===== config.mk =====
export PLATFORM = sky130hd
export DESIGN_NAME = fnd_scan_controller_flat
export DESIGN_NICKNAME = d
export VERILOG_FILES = /design/src/rtl/fnd_pkg.sv /design/src/rtl/fnd_scan_controller_if.sv /design/src/rtl/fnd_seg_decoder.sv /design/src/rtl/fnd_scan_controller.sv /design/src/flat_wrapper.sv
export SDC_FILE = /design/constraint.sdc
export NUM_CORES = 1
export LEC_CHECK = 0
export BUFFER_PORTS_ARGS = -buffer_cell sky130_fd_sc_hd__buf_4
export CELL_PAD_IN_SITES_DETAIL_PLACEMENT = 0
export CELL_PAD_IN_SITES_GLOBAL_PLACEMENT = 1
export CORE_AREA = 2 2 79 81
export DETAILED_ROUTE_END_ITERATION = 10
export DIE_AREA = 0 0 81 83
export GPL_TIMING_DRIVEN = 0
export PLACE_DENSITY_LB_ADDON = 0.1
export SLEW_MARGIN = 20
export SYNTH_ARGS = -nofsm -noshare
export SYNTH_HDL_FRONTEND = slang
export SYNTH_HIERARCHICAL = 1
export SYNTH_SLANG_ARGS = --single-unit

===== constraint.sdc =====
create_clock -name clk -period 4.09 [get_ports clk]
set_input_delay 0.409 -clock clk [delete_from_list [all_inputs] [get_ports clk]]
set_output_delay 0.409 -clock clk [all_outputs]
set_load 0.05 [all_outputs]

===== src/rtl/fnd_pkg.sv =====
// ---------------------------------------------------------------------------
// fnd_pkg
// Shared constants for the multiplexed 7-segment (FND) scan driver.
// Segment codes are active-low in the order g..a (bit 6 = g, bit 0 = a).
// The decimal point is not part of these codes. The top module adds it as bit 7.
// ---------------------------------------------------------------------------
package fnd_pkg;

  localparam logic [6:0] SEG_0    = 7'h40;
  localparam logic [6:0] SEG_1    = 7'h79;
  localparam logic [6:0] SEG_2    = 7'h24;
  localparam logic [6:0] SEG_3    = 7'h30;
  localparam logic [6:0] SEG_4    = 7'h19;
  localparam logic [6:0] SEG_5    = 7'h12;
  localparam logic [6:0] SEG_6    = 7'h02;
  localparam logic [6:0] SEG_7    = 7'h78;
  localparam logic [6:0] SEG_8    = 7'h00;
  localparam logic [6:0] SEG_9    = 7'h10;
  localparam logic [6:0] SEG_DARK = 7'h7F;

  // All segments and the decimal point are off.
  localparam logic [7:0] FND_ALL_OFF = 8'hFF;

endpackage


===== src/rtl/fnd_scan_controller_if.sv =====
// ---------------------------------------------------------------------------
// fnd_scan_controller_if
// Bundle between the display datapath and the FND scan driver.
//   bcd_in     : packed BCD, nibble k = digit k, digit 0 = rightmost
//   dp_in      : decimal point per digit, 1 = lit
//   fnd_data   : segment pins, active-low, bit7 = dp, bits6:0 = g..a
//   fnd_com    : digit commons, active-low, at most one low
//   frame_done : 1-cycle strobe when a new frame of inputs is latched
// The master modport is the datapath side. The slave modport is the scan controller.
// ---------------------------------------------------------------------------
interface fnd_scan_controller_if #(
  parameter int NUM_DIGITS = 4
);

  logic [4*NUM_DIGITS-1:0] bcd_in;
  logic [NUM_DIGITS-1:0]   dp_in;
  logic [7:0]              fnd_data;
  logic [NUM_DIGITS-1:0]   fnd_com;
  logic                    frame_done;

  modport master (
    output bcd_in, dp_in,
    input  fnd_data, fnd_com, frame_done
  );

  modport slave (
    input  bcd_in, dp_in,
    output fnd_data, fnd_com, frame_done
  );

endinterface


===== src/rtl/fnd_seg_decoder.sv =====
// ---------------------------------------------------------------------------
// fnd_seg_decoder
// Combinational lookup from a 4-bit BCD nibble to an active-low 7-segment code.
//   nibble_i : BCD digit, values 10..15 are not BCD
//   seg_o    : segments g..a, active-low. Non-BCD values are dark.
// ---------------------------------------------------------------------------
module fnd_seg_decoder
  import fnd_pkg::*;
(
  input  logic [3:0] nibble_i,
  output logic [6:0] seg_o
);

  // Non-BCD nibbles show nothing. They are not shown as hex letters.
  always_comb begin
    seg_o = SEG_DARK;
    case (nibble_i)
      4'd0:    seg_o = SEG_0;
      4'd1:    seg_o = SEG_1;
      4'd2:    seg_o = SEG_2;
      4'd3:    seg_o = SEG_3;
      4'd4:    seg_o = SEG_4;
      4'd5:    seg_o = SEG_5;
      4'd6:    seg_o = SEG_6;
      4'd7:    seg_o = SEG_7;
      4'd8:    seg_o = SEG_8;
      4'd9:    seg_o = SEG_9;
      default: seg_o = SEG_DARK;
    endcase
  end

endmodule


===== src/rtl/fnd_scan_controller.sv =====
// ---------------------------------------------------------------------------
// fnd_scan_controller
// Multiplexed scan driver for NUM_DIGITS common-anode 7-segment digits.
// It shows one digit per scan tick. Inputs are latched once per frame, so a
// frame never mixes old and new values. After each digit advance, all commons
// stay off for BLANK_CYCLES clocks to suppress ghosting.
//   clk   : system clock, rising edge
//   reset : asynchronous, active-high
//   bus   : fnd_scan_controller_if.slave (bcd_in, dp_in -> fnd_data, fnd_com, frame_done)
// Optional feature macro: FND_LEADING_ZERO_BLANK_EN
//   When defined, leading zero digits (above digit 0) are shown dark.
// ---------------------------------------------------------------------------
module fnd_scan_controller
  import fnd_pkg::*;
#(
  parameter int CLK_FREQ     = 100_000_000,
  parameter int SCAN_FREQ    = 1_000,
  parameter int NUM_DIGITS   = 4,
  parameter int BLANK_CYCLES = 0
) (
  input logic                  clk,
  input logic                  reset,
  fnd_scan_controller_if.slave bus
);

  localparam int DIV     = CLK_FREQ / SCAN_FREQ;
  localparam int CNT_W   = (DIV > 1) ? $clog2(DIV) : 1;
  localparam int IDX_W   = $clog2(NUM_DIGITS);
  localparam int BLANK_W = (BLANK_CYCLES > 0) ? $clog2(BLANK_CYCLES + 1) : 1;

  localparam logic [CNT_W-1:0]   CNT_LAST   = CNT_W'(DIV - 1);
  localparam logic [IDX_W-1:0]   IDX_LAST   = IDX_W'(NUM_DIGITS - 1);
  localparam logic [BLANK_W-1:0] BLANK_LOAD = BLANK_W'(BLANK_CYCLES);

  logic [CNT_W-1:0]        cnt_q, cnt_d;
  logic [IDX_W-1:0]        idx_q, idx_d;
  logic [BLANK_W-1:0]      blank_q, blank_d;
  logic [4*NUM_DIGITS-1:0] shadow_bcd_q, shadow_bcd_d;
  logic [NUM_DIGITS-1:0]   shadow_dp_q, shadow_dp_d;
  logic                    frame_done_q, frame_done_d;
  logic [NUM_DIGITS-1:0]   fnd_com_q;
  logic [7:0]              fnd_data_q;

  logic       tick;
  logic [3:0] nibble;
  logic       dp_sel;
  logic [6:0] seg_decoded;
  logic [6:0] seg_shown;

  // This block computes the next state of the prescaler, digit index, blank
  // counter and shadow registers. The shadow copy is taken only on the tick
  // that wraps the index to 0, so a frame never shows a mix of old and new inputs.
  always_comb begin
    tick         = (cnt_q == CNT_LAST);
    cnt_d        = tick ? '0 : cnt_q + 1'b1;
    idx_d        = idx_q;
    blank_d      = blank_q;
    shadow_bcd_d = shadow_bcd_q;
    shadow_dp_d  = shadow_dp_q;
    frame_done_d = 1'b0;
    if (tick) begin
      idx_d   = (idx_q == IDX_LAST) ? '0 : idx_q + 1'b1;
      blank_d = BLANK_LOAD;
      if (idx_d == '0) begin
        shadow_bcd_d = bus.bcd_in;
        shadow_dp_d  = bus.dp_in;
        frame_done_d = 1'b1;
      end
    end else if (blank_q != '0) begin
      blank_d = blank_q - 1'b1;
    end
  end

  // This is the state register. After reset the shadow holds 4'hF nibbles,
  // which decode dark, so the display stays blank until the first frame is latched.
  always_ff @(posedge clk or posedge reset) begin
    if (reset) begin
      cnt_q        <= '0;
      idx_q        <= '0;
      blank_q      <= '0;
      shadow_bcd_q <= '1;
      shadow_dp_q  <= '0;
      frame_done_q <= 1'b0;
    end else begin
      cnt_q        <= cnt_d;
      idx_q        <= idx_d;
      blank_q      <= blank_d;
      shadow_bcd_q <= shadow_bcd_d;
      shadow_dp_q  <= shadow_dp_d;
      frame_done_q <= frame_done_d;
    end
  end

  // This selects the nibble and decimal point of the digit currently being scanned.
  always_comb begin
    nibble = shadow_bcd_q[idx_q*4 +: 4];
    dp_sel = shadow_dp_q[idx_q];
  end

  fnd_seg_decoder u_seg_decoder (
    .nibble_i (nibble),
    .seg_o    (seg_decoded)
  );

`ifdef FND_LEADING_ZERO_BLANK_EN
  logic [NUM_DIGITS-1:0] lz_mask;
  logic                  lz_seen;

  // This walks down from the most significant digit. Each zero digit is masked
  // until the first nonzero digit is found. Digit 0 is never masked, so a value
  // of zero still shows a single "0".
  always_comb begin
    lz_mask = '0;
    lz_seen = 1'b0;
    for (int k = NUM_DIGITS - 1; k >= 1; k--) begin
      if (shadow_bcd_q[4*k +: 4] != 4'd0) begin
        lz_seen = 1'b1;
      end
      lz_mask[k] = ~lz_seen;
    end
  end

  always_comb begin
    seg_shown = lz_mask[idx_q] ? SEG_DARK : seg_decoded;
  end
`else
  always_comb begin
    seg_shown = seg_decoded;
  end
`endif

  // These are the registered pin drivers. They lag the index and blank counter
  // by one clock, so the blank window appears on the pins for exactly BLANK_CYCLES clocks.
  always_ff @(posedge clk or posedge reset) begin
    if (reset) begin
      fnd_com_q  <= '1;
      fnd_data_q <= FND_ALL_OFF;
    end else if (blank_q != '0) begin
      fnd_com_q  <= '1;
      fnd_data_q <= FND_ALL_OFF;
    end else begin
      fnd_com_q  <= ~(NUM_DIGITS'(1) << idx_q);
      fnd_data_q <= {~dp_sel, seg_shown};
    end
  end

  assign bus.fnd_com    = fnd_com_q;
  assign bus.fnd_data   = fnd_data_q;
  assign bus.frame_done = frame_done_q;

endmodule


===== src/flat_wrapper.sv =====
// flat-port wrapper written by rule: the top's interface ports become plain ports
module fnd_scan_controller_flat import fnd_pkg::*;
#(
  parameter int CLK_FREQ     = 100_000_000,
  parameter int SCAN_FREQ    = 1_000,
  parameter int NUM_DIGITS   = 4,
  parameter int BLANK_CYCLES = 0
)
  (clk, reset, bus_bcd_in, bus_dp_in, bus_fnd_data, bus_fnd_com, bus_frame_done);
  fnd_scan_controller_if #(.NUM_DIGITS(NUM_DIGITS)) bus_i ();
  input logic clk;
  input logic reset;
  input wire logic [$bits(bus_i.bcd_in)-1:0] bus_bcd_in;
  input wire logic [$bits(bus_i.dp_in)-1:0] bus_dp_in;
  output wire logic [$bits(bus_i.fnd_data)-1:0] bus_fnd_data;
  output wire logic [$bits(bus_i.fnd_com)-1:0] bus_fnd_com;
  output wire logic [$bits(bus_i.frame_done)-1:0] bus_frame_done;
  assign bus_i.bcd_in = bus_bcd_in;
  assign bus_i.dp_in = bus_dp_in;
  assign bus_fnd_data = bus_i.fnd_data;
  assign bus_fnd_com = bus_i.fnd_com;
  assign bus_frame_done = bus_i.frame_done;
  fnd_scan_controller #(.CLK_FREQ(CLK_FREQ), .SCAN_FREQ(SCAN_FREQ), .NUM_DIGITS(NUM_DIGITS), .BLANK_CYCLES(BLANK_CYCLES)) u_core (.clk(clk), .reset(reset), .bus(bus_i));
endmodule

==> flow_metrics.py, run 1 <==
metrics = {
    "synthesis": {
        "ys_ff_latch": 52,
        "ys.flop_type": "dfstp_2",
        "synth_edf_count": 0,
        "syn_avg_cell_area_um2": 13.1,
        "ys_seq_area_share_pct": 53.2,
        "netlist_instances": 192,
        "synth_area_mm2": 0.00251,
        "ys_warn_count": 6,
        "synthArstFlopShare_pct": 100,
        "synth.distinct_cells": 36,
        "synth_nets": 225,
    },
    "global_route": {
        "grt_pass1_vias": 1679,
        "antenna_found_initial": 0,
        "grt_overflow": 0,
        "track_usage_pct": 14.8,
        "grt_pass1_wl_mm": 7.73,
        "grt_max_degree": 37,
    },
    "sta": {
        "drv_slew": 0,
        "final.period_utilization_pct": 55.0,
        "timing.fmax_mhz": 445,
        "setup_violations": 0,
        "tightestPinTransition_ns": 0.629,
        "timing.hold.ws_ns": 0.0790,
        "period_needed_ns": 2.25,
        "hold_viol": 0,
        "skew_ns": 0.0124,
        "relSlewSlack_pct": 57.7,
        "fin_tns_setup_ns": 0,
        "rsz0062_at_grt": "false",
    },
    "placed_design": {
        "place_congestion": 0.830,
        "dpl_cell_area_mm2": 0.00288,
        "hpwl_mm": 3.22,
        "io_buffers": 34,
        "dp_cells": 302,
    },
    "clocking": {
        "clk_path_buf_depth": 2,
        "cts-buffers-inserted": 5,
        "tritoncts": "done",
        "h-tree-depth": 2,
        "hold_buffers": 0,
        "clock_latency_ns": 0.30,
        "cts.repair.resized": 0,
        "cts_sinks": 52,
        "cts_root_buf": "clkbuf_8",
        "cts.clk_slew.worst_paths_ns": 0.09,
        "cts_setup_buffers": 0,
    },
    "critical_path": {
        "reg2reg_from": "u_core/idx_q[0]",
        "crit_required_ns": 4.32,
        "critPathKind": "flop to flop",
        "cp.arrival_ns": 2.48,
        "r2r_cells": 6,
        "cp_max_fo": 7,
        "cp-end-kind": "flop",
        "r2r_end": "u_core/bus.fnd_data[1]",
        "crit_start": "u_core/idx_q[0]",
        "r2r_setup_slack_ns": 1.84,
        "critical_path.startpoint_type": "flop",
    },
    "die": {
        "die_w_um": 81,
        "dieArea_mm2": 0.00672,
        "core_area_mm2": 0.00582,
        "die_y_um": 83,
        "rows": 28,
        "ioPinCount": 35,
        "start_util_pct": 43.2,
    },
    "power_and_ir_drop": {
        "power_leakage_nw": 1.35,
        "p_per_area_mw_per_mm2": 314,
        "fin_total_pwr_mw": 0.933,
        "irDropWorstVdd_v": 0.000165,
    },
    "routing": {
        "drtIter0Drc": 37,
        "ant_nets": 0,
        "via_count": 1543,
        "wl_mm": 4.42,
        "routed_via_density": 4.98,
        "wl_per_cell_um": 14.3,
        "drt_pass1_iterations": 4,
        "drc": 0,
    },
    "finish": {
        "drive_above_1_share_pct": 45.1,
        "syn_to_final_growth_pct": 18.1,
        "nNetsFinal": 267,
        "num_antenna_cells": 0,
        "postLayoutCellArea_mm2": 0.00297,
        "mostFrequentLayoutCells": "buf_4, dfstp_2, dfrtp_1",
        "final_common_cell": "buf_4",
        "fill_cells": 543,
        "final_cells": 310,
    },
    "run": {
        "drv_cap": 0,
    },
    "min_path": {
        "hold_class": "input pin to async pin",
    },
    "run_status": {
        "status": "finished clean",
    },
}
per-layer routing:
metal	share of wire, %	vias up	global-route usage, %
li1	-	739	-
met1	43	778	18.1
met2	53	19	25.4
met3	3.0	7	3.04
met4	1.6	0	5.70
met5	0	-	0
power by group:
group / internal (mW) / switching (mW)
sequential: 0.542 / 0.00729
clock: 0.123 / 0.161
combinational: 0.0460 / 0.0541
through the flow:
stage          worst slack (ns)  util (%)
2_1_floorplan              2.11         -
3_3_place_gp               1.86      49.2
3_5_place_dp               1.83      49.6
4_1_cts                    1.82      51.0
5_1_grt                    1.65      51.0
6_report                   1.84      51.0
flip-flops by register name (all words and copies together) (netlist names):
| signal | cells |
|---|---|
| u_core/idx_q | 2 |
| u_core/shadow_bcd_q | 16 |
| u_core/bus.frame_done | 1 |
| u_core/cnt_q | 17 |
| u_core/bus.fnd_data | 8 |
| u_core/bus.fnd_com | 4 |
| u_core/shadow_dp_q | 4 |
Yosys cell counts (2+ instances only):
cell       n  area share (%)
a21oi_1    3            0.60
mux2_4    19              11
mux2_2     2            0.90
xnor2_1   11             3.8
inv_1     14             2.1
mux4_2     5             4.5
nor3_1     2            0.40
dfrtp_1   24              24
ha_1      11             5.5
nor2_1    14             2.1
xor2_1     2            0.70
o21ai_0    8             1.6
nand4_1    4             1.0
nand3_1    7             1.4
and4_1     4             1.4
dfstp_2   28              29
nand2_1   10             1.5
nand2b_1   4             1.0
buf_6      3             1.3
worst max-delay path, cell delays in order (launching register included):
cell and delay (ns):
dfrtp_1 0.40, clkbuf_1 0.48, mux4_2 0.66, inv_1 0.15, ha_1 0.25, o21ai_0 0.13, o21ai_0 0.11
final cells by class:
cell class	instances	area (um2)	share of cell area [%]
sequential	52	1340	45.0
multi-input combinational	121	1080	36.5
timing repair buffer	35	275	9.27
tap	75	93.8	3.16
clock buffer	7	76.3	2.57
inverter	14	52.6	1.77
buffer	5	42.5	1.43
clock inverter	1	8.76	0.295
cell families after synthesis:
group                    count (synthesis)  synth area share (%)
AO/OA/AOI/OAI                           14                  3.14
XOR/XNOR                                13                  4.53
adder cells (fa/ha/maj)                 11                  5.48
buffers and inverters                   19                  3.78
flip-flops                              52                  53.2
multiplexers                            26                  16.7
AND/OR/NAND/NOR                         57                  13.2
worst max path at each step:
stage,cells past startpoint,end,slack [ns]
global placement,6,u_core/bus.fnd_data[3],1.86
finish,6,u_core/bus.fnd_data[1],1.84
global route,7,u_core/bus.fnd_data[3],1.65
floorplan,6,u_core/bus.fnd_data[3],2.11
CTS,6,u_core/bus.fnd_data[1],1.82
detailed placement,6,u_core/bus.fnd_data[1],1.83
No activity file was read; power rests on OpenSTA's default activity.
==> run 2: changes to the inputs <==
Settings changed: CORE_AREA 2 2 79 81 to 2 2 81 83, DIE_AREA 0 0 81 83 to 0 0 83 85.
Clock period 4.09 ns to 1.8 ns, I/O delays scaled along.
==> flow_metrics.py, run 2 (synthesis gave the netlist of run 1 again) <==
metrics = {
    "critical_path": {
        "setup.worst_path.end": "u_core/shadow_dp_q[2]",
        "critPathKind": "flop to flop",
        "crit_family": "simple AND/OR/NAND/NOR gates",
        "crit_buf_inv": 1,
        "crit_chain": "nor4_4 > nand4_4 > or2_4 > buf_12 > mux2_4",
        "cp_num_cells": 5,
        "slowest_delay_ns": 0.45,
        "crit_required_ns": 1.98,
        "critical_path.startpoint_type": "flop",
        "r2r_setup_slack_ns": -0.001,
        "reg2reg_from": "u_core/cnt_q[12]",
        "cp_max_fo": 10,
        "r2r_end": "u_core/shadow_dp_q[2]",
        "cp-end-kind": "flop",
        "slowest_stage": "dfrtp_2",
        "crit_start": "u_core/cnt_q[12]",
        "r2r_cells": 5,
        "cp.arrival_ns": 1.98,
    },
    "placed_design": {
        "place_congestion": 0.756,
        "hpwl_mm": 3.29,
        "io_buffers": 34,
        "dp_slack_ns": -0.214,
    },
    "die": {
        "die_y_um": 85,
        "die_w_um": 83,
        "start_util_pct": 40.5,
        "ioPinCount": 35,
        "core_area_mm2": 0.00620,
        "rows": 29,
        "dieArea_mm2": 0.00706,
    },
    "global_route": {
        "grt_pass1_vias": 1734,
        "track_usage_pct": 14.2,
        "grt_overflow": 0,
        "grt_max_degree": 38,
        "antenna_found_initial": 0,
        "grt_pass1_wl_mm": 8.09,
    },
    "clocking": {
        "h-tree-depth": 2,
        "cts.clk_slew.worst_paths_ns": 0.09,
        "clk_path_buf_depth": 2,
        "cts_sinks": 52,
        "clock_latency_ns": 0.29,
        "cts-buffers-inserted": 5,
        "cts_root_buf": "clkbuf_8",
        "tritoncts": "done",
    },
    "routing": {
        "wl_mm": 4.80,
        "via_count": 1590,
        "routed_via_density": 4.82,
        "drtIter0Drc": 50,
        "wl_per_cell_um": 14.5,
        "drc": 0,
        "drt_pass1_iterations": 3,
        "ant_nets": 0,
    },
    "finish": {
        "syn_to_final_growth_pct": 26.8,
        "drive_above_1_share_pct": 52.6,
        "num_antenna_cells": 0,
        "nNetsFinal": 285,
        "mostFrequentLayoutCells": "buf_4, dfstp_2, dfrtp_1",
        "final_common_cell": "buf_4",
        "largest_register": "u_core/cnt_q",
        "fill_cells": 553,
        "fin_util_pct": 51.4,
        "largest_reg_flops": 17,
    },
    "run_status": {
        "violations": "negative setup slack",
        "status": "finished, violations left",
    },
    "sta": {
        "finalWorstSetupSlack_ns": -0.00138,
        "period_needed_ns": 1.80,
        "hold_viol": 0,
        "rsz0062_at_grt": "true",
        "tightestPinTransition_ns": 0.413,
        "relSlewSlack_pct": 72.5,
        "final.period_utilization_pct": 100,
        "drv_slew": 0,
        "timing.fmax_mhz": 555,
        "setup_violations": 2,
        "fin_tns_setup_ns": -0.00144,
        "timing.hold.ws_ns": 0.117,
        "skew_ns": 0.00538,
    },
    "power_and_ir_drop": {
        "fin_total_pwr_mw": 2.11,
        "power_leakage_nw": 1.46,
        "p_per_area_mw_per_mm2": 662,
        "irDropWorstVdd_v": 0.000365,
    },
    "min_path": {
        "hold_class": "input pin to flop",
        "min_from": "bus_bcd_in[3]",
    },
    "run": {
        "drv_cap": 0,
    },
}
[run 2: cell type report]
class	count	area (um2)	share of cell area, %
flip-flops and latches	52	1340	42.0
multi-input cells	121	1120	35.1
repair buffers	53	430	13.5
well taps	77	96.3	3.02
clock buffers	8	80.1	2.51
plain buffers	5	71.3	2.24
inverters	14	52.6	1.65
[run 2: worst min-delay path by stage]
| stage | endpoint | depth (start not counted) | slack, ns |
|---|---|---|---|
| floorplan | u_core/shadow_bcd_q[10] | 1 | 0.33 |
| global placement | u_core/shadow_dp_q[0] | 2 | 0.41 |
| detailed placement | u_core/idx_q[1] | 2 | 0.18 |
| CTS | u_core/shadow_dp_q[1] | 2 | 0.11 |
| global route | u_core/shadow_bcd_q[3] | 2 | 0.1 |
| finish | u_core/shadow_bcd_q[3] | 2 | 0.12 |
[run 2: worst register-to-register path, cell delays in order (launching register included)]
cell	delay, ns
dfrtp_2	0.45
nor4_4	0.36
nand4_4	0.13
or2_4	0.30
buf_12	0.16
mux2_4	0.29
[run 2: per-stage QoR]
stage | std cells | cell area, um2
5_1_grt | 330 | 3190
3_5_place_dp | 304 | 2890
2_1_floorplan | 192 | 2520
4_1_cts | 322 | 3080
3_3_place_gp | 303 | 2870
6_report | 330 | 3190
[run 2: power breakdown]
| part | total (mW) | switching, mW | internal, mW | leakage (nW) |
|---|---|---|---|---|
| Combinational | 0.237 | 0.126 | 0.110 | 0.816 |
| Sequential | 1.25 | 0.0168 | 1.23 | 0.603 |
| Clock | 0.624 | 0.347 | 0.277 | 0.0395 |
| Total | 2.11 | 0.490 | 1.62 | 1.46 |
[run 2: per-layer routing]
layer / wire, um / GRT usage [%]
met2: 2570 / 25.6
met4: 24 / 4.02
met1: 2100 / 17.2
met3: 104 / 3.02
met5: 0 / 0
[run 2: timing repair]
action,CTS,global route
pin swaps,4,0
hold buffers,1,0
hold endpoints to repair,11,0
setup buffers,9,7
cloned,0,1
resized for setup,11,9
setup endpoints to repair,30,25
